--- src/rtl/debounce_pkg.sv ---
// Shared types and default constants for the switch debouncer.
// The optional edge pulses are controlled by SWITCH_DEBOUNCER_EDGE_EN.
package debounce_pkg;

    typedef enum logic [1:0] {
        S_LOW       = 2'd0,
        S_WAIT_HIGH = 2'd1,
        S_HIGH      = 2'd2,
        S_WAIT_LOW  = 2'd3
    } state_e;

    localparam int DEF_CNT_MAX     = 1000000;
    localparam int DEF_SYNC_STAGES = 2;

endpackage

--- src/rtl/debounce_channel.sv ---
// One debounce channel: synchronizer, stability counter and 4-state FSM.
// Registered rise/fall pulses exist only when SWITCH_DEBOUNCER_EDGE_EN is defined.
module debounce_channel
    import debounce_pkg::*;
#(
    parameter int CNT_MAX     = DEF_CNT_MAX,
    parameter int SYNC_STAGES = DEF_SYNC_STAGES
) (
    input  logic clk,
    input  logic rst_n,
    input  logic sw_in,
    output logic sw_out,
    output logic rise,
    output logic fall
);

    localparam int CW = $clog2(CNT_MAX + 1);
    localparam logic [CW-1:0] CNT_LAST  = CW'(CNT_MAX - 1);
    // With CNT_MAX=1 the WAIT state must be left on the very next edge, so entry starts at 0.
    localparam logic [CW-1:0] CNT_ENTRY = (CNT_MAX > 1) ? CW'(1) : '0;

    logic [SYNC_STAGES-1:0] sync_q;
    logic                   sync;
    state_e                 state_q;
    logic [CW-1:0]          cnt_q;
    logic [CW-1:0]          cnt_d;
    logic                   out_q;

    assign sync  = sync_q[SYNC_STAGES-1];
    assign cnt_d = cnt_q + CW'(1);

    always_ff @(posedge clk or negedge rst_n) begin
        if (!rst_n) begin
            sync_q <= '0;
        end else begin
            sync_q <= {sync_q[SYNC_STAGES-2:0], sw_in};
        end
    end

`ifdef SWITCH_DEBOUNCER_EDGE_EN
    logic rise_q;
    logic fall_q;
`endif

    always_ff @(posedge clk or negedge rst_n) begin
        if (!rst_n) begin
            state_q <= S_LOW;
            cnt_q   <= '0;
            out_q   <= 1'b0;
`ifdef SWITCH_DEBOUNCER_EDGE_EN
            rise_q  <= 1'b0;
            fall_q  <= 1'b0;
`endif
        end else begin
`ifdef SWITCH_DEBOUNCER_EDGE_EN
            rise_q <= 1'b0;
            fall_q <= 1'b0;
`endif
            case (state_q)
                S_LOW: begin
                    if (sync) begin
                        state_q <= S_WAIT_HIGH;
                        cnt_q   <= CNT_ENTRY;
                    end else begin
                        cnt_q   <= '0;
                    end
                end
                S_WAIT_HIGH: begin
                    if (!sync) begin
                        state_q <= S_LOW;
                        cnt_q   <= '0;
                    end else if (cnt_q == CNT_LAST) begin
                        state_q <= S_HIGH;
                        cnt_q   <= '0;
                        out_q   <= 1'b1;
`ifdef SWITCH_DEBOUNCER_EDGE_EN
                        rise_q  <= 1'b1;
`endif
                    end else begin
                        cnt_q   <= cnt_d;
                    end
                end
                S_HIGH: begin
                    if (!sync) begin
                        state_q <= S_WAIT_LOW;
                        cnt_q   <= CNT_ENTRY;
                    end else begin
                        cnt_q   <= '0;
                    end
                end
                S_WAIT_LOW: begin
                    if (sync) begin
                        state_q <= S_HIGH;
                        cnt_q   <= '0;
                    end else if (cnt_q == CNT_LAST) begin
                        state_q <= S_LOW;
                        cnt_q   <= '0;
                        out_q   <= 1'b0;
`ifdef SWITCH_DEBOUNCER_EDGE_EN
                        fall_q  <= 1'b1;
`endif
                    end else begin
                        cnt_q   <= cnt_d;
                    end
                end
                default: begin
                    state_q <= S_LOW;
                    cnt_q   <= '0;
                    out_q   <= 1'b0;
                end
            endcase
        end
    end

    assign sw_out = out_q;

`ifdef SWITCH_DEBOUNCER_EDGE_EN
    assign rise = rise_q;
    assign fall = fall_q;
`else
    assign rise = 1'b0;
    assign fall = 1'b0;
`endif

endmodule

--- src/rtl/switch_debouncer.sv ---
// WIDTH independent debounce channels for raw switch/button inputs.
// Define SWITCH_DEBOUNCER_EDGE_EN to get registered rise/fall pulses.
module switch_debouncer
    import debounce_pkg::*;
#(
    parameter int WIDTH       = 2,
    parameter int CNT_MAX     = DEF_CNT_MAX,
    parameter int SYNC_STAGES = DEF_SYNC_STAGES
) (
    input  logic             clk,
    input  logic             rst_n,
    input  logic [WIDTH-1:0] sw_in,
    output logic [WIDTH-1:0] sw_out,
    output logic [WIDTH-1:0] rise,
    output logic [WIDTH-1:0] fall
);

    for (genvar i = 0; i < WIDTH; i++) begin : gen_ch
        debounce_channel #(
            .CNT_MAX     (CNT_MAX),
            .SYNC_STAGES (SYNC_STAGES)
        ) u_channel (
            .clk    (clk),
            .rst_n  (rst_n),
            .sw_in  (sw_in[i]),
            .sw_out (sw_out[i]),
            .rise   (rise[i]),
            .fall   (fall[i])
        );
    end

endmodule

--- config.mk ---
export PLATFORM = sky130hd
export DESIGN_NAME = switch_debouncer
export DESIGN_NICKNAME = d
export VERILOG_FILES = /design/src/rtl/debounce_pkg.sv /design/src/rtl/debounce_channel.sv /design/src/rtl/switch_debouncer.sv
export SDC_FILE = /design/constraint.sdc
export NUM_CORES = 1
export LEC_CHECK = 0
export CORE_UTILIZATION = 57
export CTS_BUF_LIST = sky130_fd_sc_hd__clkbuf_4 sky130_fd_sc_hd__clkbuf_8
export CTS_CLUSTER_DIAMETER = 60
export DETAILED_ROUTE_END_ITERATION = 10
export HOLD_SLACK_MARGIN = 0.06
export PLACE_DENSITY = 0.82
export SETUP_SLACK_MARGIN = 0.02
export SLEW_MARGIN = 25
export SYNTH_ARGS = -nofsm -noshare
export SYNTH_HDL_FRONTEND = slang
export SYNTH_SLANG_ARGS = --single-unit
--- constraint.sdc ---
create_clock -name clk -period 2.1 [get_ports clk]
set_input_delay 0.315 -clock clk [delete_from_list [all_inputs] [get_ports clk]]
set_output_delay 0.315 -clock clk [all_outputs]
set_load 0.1 [all_outputs]
==> results.cfg <==
[finish]
area_growth_syn_to_layout_pct = 9.738
finalInstanceArea_um2 = 2778
layout-drive-gt1-share = 0.1259
nets = 275
antenna_cells = 0
fin_cells = 320

[clocking]
cts-buffers-inserted = 5
clk_pin_slew_worst_paths_ns = 0.10
h-tree-depth = 2
insertion_delay_ns = 0.32
postCtsSetupBuffers = 0
clkSinkCount = 50
root_buffer = clkbuf_8
hold_buffers = 0
cts_tree = done
ctsResizeCount = 0
clockBufferDepth = 2

[sta]
timing.setup.tns_ns = 0
finalHoldViolCount = 0
slew_violations = 0
tightest_slew_ns = 0.6192
rsz0062_at_grt = false
setup_viol = 0
layout_min_cycle_time_ns = 2.012
fin_skew_ns = 0.01404
relSlewSlack = 0.5872
fmax_mhz = 497.0
final.period_utilization = 0.9581

[yosys]
syn_inst = 253
synth_cell_types = 42
synth_async_sr_flop_share = 1.000
synth_top_area_cell = dfrtp_1
ys.flop_type = dfrtp_1
ys_top_cells_by_area = dfrtp_1 49%, xnor2_1 6.2%, nor2_1 4.9%
ys_seq_area_frac = 0.4943
ys_warn_count = 0
synth_area_um2 = 2531
synth_edf_count = 0
synth-seq-cells = 50
avgSynthCellArea_um2 = 10.00
synth_top_area_frac = 0.4943

[grt]
grt_pass1_wl_um = 7866
grt.overflow.total = 0
gr-usage-all-layers = 0.2321
grt_max_degree = 51
grt_pass1_vias = 1707
antenna_found_initial = 0

[die]
die_y_um = 68.64
die_w_um = 68.64
start_util = 0.6108
rows = 23
core_region_area_um2 = 4144
io_pins = 10
dieArea_um2 = 4711

[route]
avgRoutedWirePerCell_um = 14.62
via_per_inst = 5.744
vias = 1838
ant_nets = 0
dr.pass1.iters = 4
drtIter0Drc = 124
drc_errors = 0
drt_wl_total_um = 4678

[setup_path]
worstPathRequired_ns = 2.30
critical-path-max-stage-delay_ns = 0.61
endpoint_kind = flip-flop
cp_num_cells = 4
critPathLaunchType = flip-flop
crit_buf_inv = 0
path_class = reg -> reg
arrival_ns = 2.21
crit_path_cell_trace = or3_1 > or4_1 > nor3_2 > mux2_2
crit_path_max_fanout = 5
reg2reg_depth = 4
cpMaxStageDelayCell = or4_1
critical-path-top-delay-family = simple AND/OR/NAND/NOR gates
reg2reg_setup_slack_ns = 0.09

[power]
power_density_nw_per_um2 = 603.6
power.leakage_uw = 0.001123
vdd_drop_max_v = 0.0003833
p_total_uw = 1677

[placement]
place_area_um2 = 2680
portBuffers = 5
dp_hpwl_um = 3362
place_inst = 312
gp_congestion = 0.8092

[hold_path]
hp-class = in -> async

[job]
maxCapViolCount = 0

[outcome]
outcome = finished, final reports clean
-- layout make-up --
cell class	count	area, um^2
fill	323	1366
clock inverter	3	28.78
timing repair buffer	20	165.2
sequential	50	1251
tap	50	62.56
clock buffer	5	68.82
multi-input combinational	183	1167
inverter	9	33.78
-- cells in the final DEF, fill, tap and decap left out, types with 7 or more instances in the layout --
master,synthesis,layout
xnor2_1,18,18
inv_1,9,9
nor4_1,7,7
a21oi_1,11,11
nand3_1,17,17
buf_4,7,16
nand2_1,13,13
xor2_1,10,10
o31ai_1,7,7
nor3_1,7,7
nor2_1,33,33
or4_1,9,9
dfrtp_1,50,50
-- stage by stage --
step / util / hold slack [ns] / setup slack (ns)
global placement: 0.6467 / 0.3325 / 0.1448
global route: 0.6703 / 0.1412 / 0.02724
detailed placement: 0.6467 / 0.3365 / 0.09914
floorplan: - / 0.01941 / 0.1344
finish: 0.6703 / 0.1008 / 0.08809
CTS: 0.6703 / 0.1062 / 0.08573
-- final timing paths --
kind | startpoint | to
worst max-delay path | gen_ch[0].u_channel.cnt_q[8] | flip-flop
max in group asynchronous | rst_n | gen_ch[0].u_channel.state_q[0]
worst min register to register | gen_ch[0].u_channel.sync_q[0] | gen_ch[0].u_channel.sync_q[1]
worst min-delay path | rst_n | gen_ch[1].u_channel.cnt_q[12]
worst max register to register | gen_ch[0].u_channel.cnt_q[8] | flip-flop
min in group clk | gen_ch[0].u_channel.sync_q[0] | gen_ch[0].u_channel.sync_q[1]
-- layer usage --
metal / vias up / wire length (um) / global-route usage
li1: 919 / - / -
met1: 873 / 2354 / 0.3287
met2: 39 / 2063 / 0.3444
met3: 7 / 185 / 0.04934
met4: 0 / 74 / 0.09375
met5: - / 0 / 0
-- power breakdown --
| part | internal (uW) | total (uW) | leakage [uW] | switching, uW |
|---|---|---|---|---|
| Sequential | 973 | 982 | 0.000680 | 9.47 |
| Clock | 249 | 594 | 0.0000506 | 345 |
| Combinational | 25.5 | 100 | 0.000392 | 74.9 |
-- worst reg2reg max path, cell delays in order (launching register included) --
cell,delay [ns]
dfrtp_1,0.38
or3_1,0.35
or4_1,0.61
nor3_2,0.20
mux2_2,0.36
-- synthesized netlist by cell type (2+ instances only) --
library cell   n
dfrtp_1       50
nor2_1        33
xnor2_1       18
nand3_1       17
nand2_1       13
a21oi_1       11
xor2_1        10
inv_1          9
or4_1          9
buf_4          7
nor3_1         7
nor4_1         7
o31ai_1        7
nand4_1        6
and3_1         4
and4_1         4
or3_1          4
buf_2          3
clkbuf_1       3
nand2b_1       3
or2_2          3
ha_1           2
mux2_2         2
mux2i_1        2
o21ai_0        2
-- flip-flops by register name (all words and copies together) (netlist names), named ones only --
name                      flops
gen_ch.u_channel.sw_out       2
gen_ch.u_channel.sync_q       4
gen_ch.u_channel.cnt_q       40
gen_ch.u_channel.state_q      2
-- cells by family after synthesis --
group                      Yosys count  share of synthesized area
adders and majority gates            2                   0.009885
and+or+nand+nor                    117                     0.2546
AOI/OAI and AO/OA                   28                    0.07712
DFF                                 50                     0.4943
muxes                                4                    0.01681
xor gates and xnor gates            28                    0.09688
buffers and inverters               23                    0.04893
other                                1                   0.001482
No activity file was read; power rests on OpenSTA's default activity.
